File: config.mk
export PLATFORM = sky130hd
export DESIGN_NAME = sam_vaddr_flat
export DESIGN_NICKNAME = d
export VERILOG_FILES = /design/src/rtl/sam_vaddr_if.sv /design/src/rtl/sam_vaddr.sv /design/src/flat_wrapper.sv
export SDC_FILE = /design/constraint.sdc
export NUM_CORES = 1
export LEC_CHECK = 0
export ABC_CLOCK_PERIOD_IN_PS = 4250
export CAP_MARGIN = 20
export CORE_MARGIN = 2
export CORE_UTILIZATION = 60
export CTS_BUF_LIST = sky130_fd_sc_hd__clkbuf_8
export CTS_CLUSTER_DIAMETER = 80
export DETAILED_ROUTE_END_ITERATION = 10
export PLACE_DENSITY = 0.87
export SYNTH_ARGS = -nofsm -noshare
export SYNTH_HDL_FRONTEND = slang
export SYNTH_SLANG_ARGS = --single-unit
export TNS_END_PERCENT = 10
File: constraint.sdc
create_clock -name clk -period 4.25 [get_ports clk]
set_clock_uncertainty 0.15 [all_clocks]
set_input_delay 0.6375 -clock clk [delete_from_list [all_inputs] [get_ports clk]]
set_output_delay 0.6375 -clock clk [all_outputs]
set_load 0.01 [all_outputs]
File: src/rtl/sam_vaddr_if.sv
// sam_vaddr_if: VDG timing strobes, SAM mode/offset inputs and the
// generated video address, bundled between timing source and generator.
interface sam_vaddr_if;
    logic        da0;
    logic        hs_n;
    logic        fs_n;
    logic [2:0]  mode;
    logic [6:0]  disp_offset;
    logic [15:0] vaddr;
    logic        frame_start;

    modport master (
        output da0, hs_n, fs_n, mode, disp_offset,
        input  vaddr, frame_start
    );

    modport slave (
        input  da0, hs_n, fs_n, mode, disp_offset,
        output vaddr, frame_start
    );
endinterface

File: src/rtl/sam_vaddr.sv
// sam_vaddr: CoCo2 SAM video address generator.
// Builds the display fetch address from the SAM offset and repeats
// graphics rows according to the latched VDG mode (X/Y divide).
// Optional macro SAM_VADDR_CLAMP32K_EN keeps every address in the low 32K
// (bit 15 forced to 0, increment wraps 0x7FFF -> 0x0000).
module sam_vaddr (
    input  logic         clk,
    input  logic         reset,
    sam_vaddr_if.slave   bus
);

`ifdef SAM_VADDR_CLAMP32K_EN
    localparam logic [15:0] ADDR_MASK = 16'h7FFF;
`else
    localparam logic [15:0] ADDR_MASK = 16'hFFFF;
`endif

    // Address increment: wraps within the addressable window, no carry out.
    function automatic logic [15:0] addr_inc(input logic [15:0] a);
        return (a + 16'd1) & ADDR_MASK;
    endfunction

    logic [15:0] vaddr_q,     vaddr_d;
    logic [15:0] row_start_q, row_start_d;
    logic        x_cnt_q,     x_cnt_d;
    logic [3:0]  y_cnt_q,     y_cnt_d;
    logic [2:0]  mode_q,      mode_d;
    logic        frame_start_q, frame_start_d;
    logic        da0_prev_q,  da0_prev_d;
    logic        hs_n_prev_q, hs_n_prev_d;
    logic        fs_n_prev_q, fs_n_prev_d;

    logic        da0_rise;
    logic        hs_fall;
    logic        fs_fall;
    logic        x_div2;
    logic [3:0]  y_last;

    // Strobe edges against the previous-cycle copies.
    always_comb begin
        da0_rise = bus.da0 & ~da0_prev_q;
        hs_fall  = ~bus.hs_n & hs_n_prev_q;
        fs_fall  = ~bus.fs_n & fs_n_prev_q;
    end

    // Divisor decode from the mode latched at frame start (y_last = ydiv-1).
    always_comb begin
        x_div2 = 1'b0;
        y_last = 4'd0;
        case (mode_q)
            3'b000: begin x_div2 = 1'b0; y_last = 4'd11; end
            3'b001: begin x_div2 = 1'b0; y_last = 4'd2;  end
            3'b010: begin x_div2 = 1'b1; y_last = 4'd2;  end
            3'b011: begin x_div2 = 1'b0; y_last = 4'd2;  end
            3'b100: begin x_div2 = 1'b1; y_last = 4'd1;  end
            3'b101: begin x_div2 = 1'b0; y_last = 4'd1;  end
            default: begin x_div2 = 1'b0; y_last = 4'd0; end
        endcase
    end

    // Next-state: frame start beats line end beats byte fetch; losers are dropped.
    always_comb begin
        vaddr_d       = vaddr_q;
        row_start_d   = row_start_q;
        x_cnt_d       = x_cnt_q;
        y_cnt_d       = y_cnt_q;
        mode_d        = mode_q;
        frame_start_d = 1'b0;
        da0_prev_d    = bus.da0;
        hs_n_prev_d   = bus.hs_n;
        fs_n_prev_d   = bus.fs_n;

        if (fs_fall) begin
            vaddr_d       = {bus.disp_offset, 9'b0} & ADDR_MASK;
            row_start_d   = {bus.disp_offset, 9'b0} & ADDR_MASK;
            x_cnt_d       = 1'b0;
            y_cnt_d       = 4'd0;
            mode_d        = bus.mode;
            frame_start_d = 1'b1;
        end else if (hs_fall) begin
            x_cnt_d = 1'b0;
            if (y_cnt_q == y_last) begin
                // Row finished: next row begins where this scanline ended.
                y_cnt_d     = 4'd0;
                row_start_d = vaddr_q;
            end else begin
                // Row still repeating: rewind to its first byte.
                y_cnt_d = y_cnt_q + 4'd1;
                vaddr_d = row_start_q;
            end
        end else if (da0_rise) begin
            if (x_div2) begin
                x_cnt_d = ~x_cnt_q;
                if (x_cnt_q) begin
                    vaddr_d = addr_inc(vaddr_q);
                end
            end else begin
                vaddr_d = addr_inc(vaddr_q);
            end
        end
    end

    // State register with synchronous reset; strobe history resets to idle levels.
    always_ff @(posedge clk) begin
        if (reset) begin
            vaddr_q       <= 16'h0000;
            row_start_q   <= 16'h0000;
            x_cnt_q       <= 1'b0;
            y_cnt_q       <= 4'd0;
            mode_q        <= 3'b000;
            frame_start_q <= 1'b0;
            da0_prev_q    <= 1'b0;
            hs_n_prev_q   <= 1'b1;
            fs_n_prev_q   <= 1'b1;
        end else begin
            vaddr_q       <= vaddr_d;
            row_start_q   <= row_start_d;
            x_cnt_q       <= x_cnt_d;
            y_cnt_q       <= y_cnt_d;
            mode_q        <= mode_d;
            frame_start_q <= frame_start_d;
            da0_prev_q    <= da0_prev_d;
            hs_n_prev_q   <= hs_n_prev_d;
            fs_n_prev_q   <= fs_n_prev_d;
        end
    end

    assign bus.vaddr       = vaddr_q;
    assign bus.frame_start = frame_start_q;

endmodule

File: src/flat_wrapper.sv
// flat-port wrapper written by rule: the top's interface ports become plain ports
module sam_vaddr_flat 
  (clk, reset, bus_da0, bus_hs_n, bus_fs_n, bus_mode, bus_disp_offset, bus_vaddr, bus_frame_start);
  sam_vaddr_if bus_i ();
  input  logic clk;
  input  logic reset;
  input wire logic [$bits(bus_i.da0)-1:0] bus_da0;
  input wire logic [$bits(bus_i.hs_n)-1:0] bus_hs_n;
  input wire logic [$bits(bus_i.fs_n)-1:0] bus_fs_n;
  input wire logic [$bits(bus_i.mode)-1:0] bus_mode;
  input wire logic [$bits(bus_i.disp_offset)-1:0] bus_disp_offset;
  output wire logic [$bits(bus_i.vaddr)-1:0] bus_vaddr;
  output wire logic [$bits(bus_i.frame_start)-1:0] bus_frame_start;
  assign bus_i.da0 = bus_da0;
  assign bus_i.hs_n = bus_hs_n;
  assign bus_i.fs_n = bus_fs_n;
  assign bus_i.mode = bus_mode;
  assign bus_i.disp_offset = bus_disp_offset;
  assign bus_vaddr = bus_i.vaddr;
  assign bus_frame_start = bus_i.frame_start;
  sam_vaddr u_core (.clk(clk), .reset(reset), .bus(bus_i));
endmodule
==> reports/results.tsv, run 1 <==
metric	value	unit
grt_usage	28.3	%
nFillCells	299	
final_common_cell	dfxtp_1	
rr_startpoint	u_core.mode_q[1]	
start_kind	input port	
cp_slowest_stage_delay	0.57	ns
crit_required	4.28	ns
netlist_area	0.00225	mm2
drt_wl_total	5490	um
fin_crit	2.81	ns
ctsResizeCount	0	
arrival	2.84	ns
slew_violations	0	
coreArea	0.00363	mm2
setup_slack	1.44	ns
yosys_warnings	0	
fin_area	0.00267	mm2
min_from	u_core.row_start_q[10]	
antennaDiodeCount	0	
slowest_stage	nor2_1	
cts_setup_buffers	0	
drtIter0Drc	234	
cts_buffers	5	
p_leak	0.999	nW
max_cap_violations	0	
path_class	in2reg	
pin_count	32	
r2r_slack	1.59	ns
synth-seq-area-share	39.2	%
globalRouteMet1Util	34.7	%
fp.dieW	65.2	um
clk_pin_slew	0.07	ns
synth.distinct_cells	49	
synth_seq_cells	44	
hp-class	reg2reg	
finalNetCount	315	
first_global_vias	2050	
drive_above_1_share	7.69	%
num_vias	2127	
syn-num-nets	287	
dieHeight	65.2	um
design.die.area	0.00425	mm2
rsz0062_at_grt	no	
ir_drop	0.228	mV
synthCells	270	
cts_hold_buf	0	
finalCritPeriodShare	66.1	%
portBuffers	31	
powerDensity	321	mW/mm2
vias_per_cell	6.13	
finalSetupTns	0	ns
ctsHtreeMaxLevel	2	
crit_fanout	11	
worstMarginPinSlew	0.996	ns
async_reset_ff_share	0	%
drc_errors	0	
cts_tree	done	
avgSynthCellArea	8.32	um2
setup_viol	0	
areaGrowthSynthToFinish	18.8	%
clockRootBuffer	clkbuf_8	
fin_util	73.4	%
grt_first_pass_wirelength	9390	um
synthFlopType	dfxtp_1	
met2_usage	47.1	%
hold_path_depth	2	
multi_input_area	0.00128	mm2
first_pass_iters	4	
gp_congestion	0.849	
use_met3	8.73	%
post-place-ws	1.17	ns
rows	22	
grt_max_degree	25	
placed_area	0.00258	mm2
finalHoldViolations	0	
final_cell_mix	dfxtp_1 (44), nor2_1 (35), clkdlybuf4s50_1 (31), nand2_1 (27), a21oi_1 (19)	
ant_nets	0	
grt_overflow	0	
synth-edff-count	0	
path_cells	clkdlybuf4s50_1 -> nor2b_1 -> o31ai_1 -> nor2_1 -> and3_1 -> nor3_1 -> a2111oi_0	
antenna_found_initial	0	
wl_per_cell	15.8	um
dp_hpwl	3790	um
gr-max-usage-layer	met2	
outcome	finished clean	
maxSlewHeadroom	33.4	%
clk_latency	0.30	ns
fmax	356	MHz
cp-end-kind	flop	
holdWs	0.337	ns
r2r_end	u_core.bus.vaddr[3]	
min_to	u_core.row_start_q[10]	
clk_path_buf_depth	2	
clock-sinks	44	
regArea	881	um2
initial_core_util	61.8	%
reg2reg_depth	6	
[worst max-delay path by stage]
stage	start	endpoint
detailed placement	bus_da0	u_core.bus.vaddr[7]
floorplan	u_core.mode_q[2]	u_core.row_start_q[15]
global route	bus_da0	u_core.bus.vaddr[7]
CTS	bus_da0	u_core.bus.vaddr[7]
global placement	bus_da0	u_core.bus.vaddr[7]
finish	bus_da0	u_core.bus.vaddr[7]
[state kept, by name, indices dropped and copies added, names as in the netlist]
signal                  cells
u_core.bus.frame_start      1
u_core.bus.vaddr           16
u_core.da0_prev_q           1
u_core.fs_n_prev_q          1
u_core.hs_n_prev_q          1
u_core.mode_q               3
u_core.row_start_q         16
u_core.x_cnt_q              1
u_core.y_cnt_q              4
[routing by layer]
layer | up-vias | routed length, um
li1 | 1038 | -
met1 | 1004 | 2400
met2 | 78 | 2630
met3 | 7 | 392
met4 | 0 | 72
met5 | - | 0
[layout make-up]
cell class              instances  share of cell area, %
repair buffers                 35                   12.8
flip-flops and latches         44                   33.0
multi-input cells             207                   47.9
clock buffers                   6                   3.10
well taps                      48                   2.25
clock inverters                 2                  0.281
inverters                       5                  0.704
[logic make-up after synthesis]
| family | after synthesis | synth area share (%) |
|---|---|---|
| DFF | 44 | 39.2 |
| AOI/OAI and AO/OA | 74 | 22.8 |
| buffers and inverters | 19 | 3.90 |
| xor gates and xnor gates | 3 | 1.17 |
| adders and majority gates | 2 | 1.11 |
| muxes | 17 | 7.69 |
| and+or+nand+nor | 111 | 24.1 |
[where the power goes]
| group | total [mW] | switching (mW) | internal, mW | leakage [nW] |
|---|---|---|---|---|
| clock network | 0.265 | 0.137 | 0.128 | 0.0538 |
| logic | 0.142 | 0.0765 | 0.0654 | 0.586 |
| registers | 0.450 | 0.0205 | 0.429 | 0.359 |
[synthesized netlist by cell type, types with 2 or more instances]
| cell type | count | area, um2 |
|---|---|---|
| nor2_1 | 35 | 131 |
| a211oi_1 | 6 | 45.0 |
| nand3_1 | 7 | 35.0 |
| o41ai_1 | 3 | 26.3 |
| inv_1 | 5 | 18.8 |
| ha_1 | 2 | 25.0 |
| o21ai_0 | 10 | 50.1 |
| o31ai_1 | 3 | 22.5 |
| mux2_2 | 2 | 22.5 |
| xnor2_1 | 2 | 17.5 |
| nand2_1 | 27 | 101 |
| buf_2 | 4 | 20.0 |
| nor3_1 | 7 | 35.0 |
| and3_1 | 7 | 43.8 |
| mux2i_1 | 15 | 150 |
| a31oi_1 | 10 | 62.6 |
| or2_2 | 5 | 31.3 |
| a21o_1 | 2 | 15.0 |
| a311oi_1 | 3 | 26.3 |
| nor4_1 | 3 | 18.8 |
| clkbuf_1 | 9 | 33.8 |
| dfxtp_1 | 44 | 881 |
| nor2b_1 | 7 | 43.8 |
| o211a_1 | 2 | 20.0 |
| or3_1 | 3 | 18.8 |
| nand2b_1 | 4 | 25.0 |
| a41o_1 | 3 | 30.0 |
| a21oi_1 | 19 | 95.1 |
[critical path, delay by kind of cell]
| kind | cells | cell delay, ns |
|---|---|---|
| and+or+nand+nor | 4 | 1.13 |
| buffers and inverters | 1 | 0.47 |
| AOI/OAI and AO/OA | 2 | 0.60 |
[through the flow]
stage               std cells  total power [mW]
finish                    347             0.857
floorplan                 270             0.544
global route              347             0.899
CTS                       347             0.859
detailed placement        339             0.598
global placement          339             0.594
(Power assumes the default switching activity.)
==> run 2, diff against run 1 <==
ABC_CLOCK_PERIOD_IN_PS = 2800   (was 4250)
CORE_UTILIZATION = 56   (was 60)
PLACE_DENSITY = 0.82   (was 0.87)
clock period = 2.8 ns   (was 4.25 ns; I/O delays follow)
==> reports/results.tsv, run 2 (synthesis gave the netlist of run 1 again) <==
metric	value	unit	change
fin_crit	2.51	ns	
dp_cells	349		+2.9%
areaGrowthSynthToFinish	22.3	%	
p_int	1.02	mW	+64%
wl_per_cell	15.9	um	+0.53%
crit_required	2.81	ns	-1.47 ns
ir_drop	0.348	mV	+53%
grt_first_pass_wirelength	9090	um	-3.2%
reg2reg_depth	7		+1
clk_latency	0.30	ns	about the same
pwr-share-clk	34.4	%	+3.5 points
hold_path_depth	2		unchanged
rsz0062_at_grt	no		
outcome	finished clean		
drive_above_1_share	10.4	%	+2.7 points
fin_cells	357		+2.9%
clk_path_buf_depth	2		unchanged
first_pass_iters	7		+3
power.total	1.38	mW	+62%
min_to	u_core.row_start_q[10]		
initial_core_util	57.0	%	-4.8 points
fp.dieW	67.3	um	+3.3%
coreArea	0.00394	mm2	+8.5%
finalNetCount	323		+2.5%
cts_buffers	5		unchanged
crit_fanout	7		-4
slew_violations	0		unchanged
max_cap_violations	0		unchanged
p_leak	1.04	nW	+4.6%
maxSlewHeadroom	49.1	%	+16 points
vias_per_cell	6.03		-1.6%
clock-sinks	44		unchanged
final_common_cell	dfxtp_1		
cts_tree	done		
antennaDiodeCount	0		unchanged
clockRootBuffer	clkbuf_8		
fmax	399	MHz	
drc_errors	0		unchanged
finalHoldViolations	0		unchanged
p_sw	364	uW	+55%
num_vias	2154		+1.3%
path_class	reg2reg		
combinationalPowerShare	16.3	%	-0.3 points
post-place-ws	0.147	ns	-1.02 ns
start_kind	flop		
cp-end-kind	flop		
clk_pin_slew	0.08	ns	about the same
cts_hold_buf	0		unchanged
min_from	u_core.row_start_q[10]		
r2r_end	u_core.bus.vaddr[3]		
worstMarginPinSlew	0.764	ns	-0.232 ns
final_cell_mix	dfxtp_1 (44), nor2_1 (35), clkdlybuf4s50_1 (31), nand2_1 (27), a21oi_1 (19)		
cts_setup_buffers	0		unchanged
r2r_slack	0.29	ns	-1.30 ns
sequentialPowerShare	49.3	%	-3.2 points
grt_overflow	0		unchanged
multi_input_area	0.00128	mm2	unchanged
arrival	2.52	ns	-0.32 ns
finalSetupTns	0	ns	unchanged
ant_nets	0		unchanged
regArea	881	um2	unchanged
portBuffers	31		unchanged
swShare	26.3	%	-1.0 points
ctsResizeCount	0		unchanged
first_global_vias	1890		-7.8%
gp_congestion	0.887		+4.5%
ctsHtreeMaxLevel	2		unchanged
dieHeight	67.3	um	+3.3%
nFillCells	326		+9.0%
grt_max_degree	21		-16%
design.die.area	0.00453	mm2	+6.7%
grt_usage	27.0	%	-1.4 points
rr_startpoint	u_core.mode_q[1]		
powerDensity	504	mW/mm2	+57%
setup_viol	0		unchanged
pin_count	32		unchanged
dp_hpwl	4010	um	+5.8%
drt_wl_total	5680	um	+3.4%
finalCritPeriodShare	89.5	%	
hp-class	reg2reg		
holdWs	0.338	ns	+0.00144 ns
setup_slack	0.293	ns	-1.15 ns
antenna_found_initial	0		unchanged
drtIter0Drc	136		-42%
rows	23		+4.5%
[run 2: changes by cell type in the layout (fill, tap and decap cells not counted)]
cell,delta
bufinv_16,+1
clkinv_2,+1
clkbuf_8,-1
inv_1,-1
buf_4,+8
[run 2: area by class of cell]
cell class                 count  share of cell area, %
inverter                       5                  0.683
clock inverter                 3                   1.41
timing repair buffer          43                   14.6
tap                           50                   2.28
clock buffer                   5                   2.50
sequential                    44                   32.1
multi-input combinational    207                   46.5
[run 2: worst max-delay path, stage by stage (launching register included)]
cell and delay, ns:
dfxtp_1 0.42, o21ai_0 0.11, mux2_2 0.29, o21ai_0 0.56, a21oi_1 0.32, buf_4 0.24, a311oi_1 0.20, nor4_1 0.08
[run 2: stage by stage]
stage	utilization [%]	cell area [um2]
detailed placement	67.0	2640
global route	69.7	2750
CTS	69.7	2750
finish	69.7	2750
global placement	67.0	2640
floorplan	-	2250
[run 2: worst max-delay path by stage]
stage	from	end	slack, ns	cells past startpoint
3_3_place_gp	bus_hs_n	u_core.bus.vaddr[8]	0.14	7
4_1_cts	u_core.mode_q[1]	u_core.bus.vaddr[3]	0.36	7
5_1_grt	u_core.mode_q[1]	u_core.bus.vaddr[3]	0.15	7
6_report	u_core.mode_q[1]	u_core.bus.vaddr[3]	0.29	7
3_5_place_dp	bus_hs_n	u_core.bus.vaddr[8]	0.15	7
2_1_floorplan	u_core.mode_q[2]	u_core.row_start_q[15]	0.74	6
[run 2: per-layer routing]
layer / track usage [%] / routed length, um
met1: 36.0 / 2570
met2: 43.7 / 2680
met3: 6.00 / 341
met4: 8.16 / 95
met5: 0 / 0
[run 2: power by group through the flow]
stage          logic [mW]  registers [mW]  clock network, mW
2_1_floorplan       0.132           0.693                  0
3_3_place_gp        0.220           0.695                  0
3_5_place_dp        0.222           0.695                  0
4_1_cts             0.224           0.681              0.483
5_1_grt             0.245           0.687              0.511
6_report            0.226           0.682              0.475
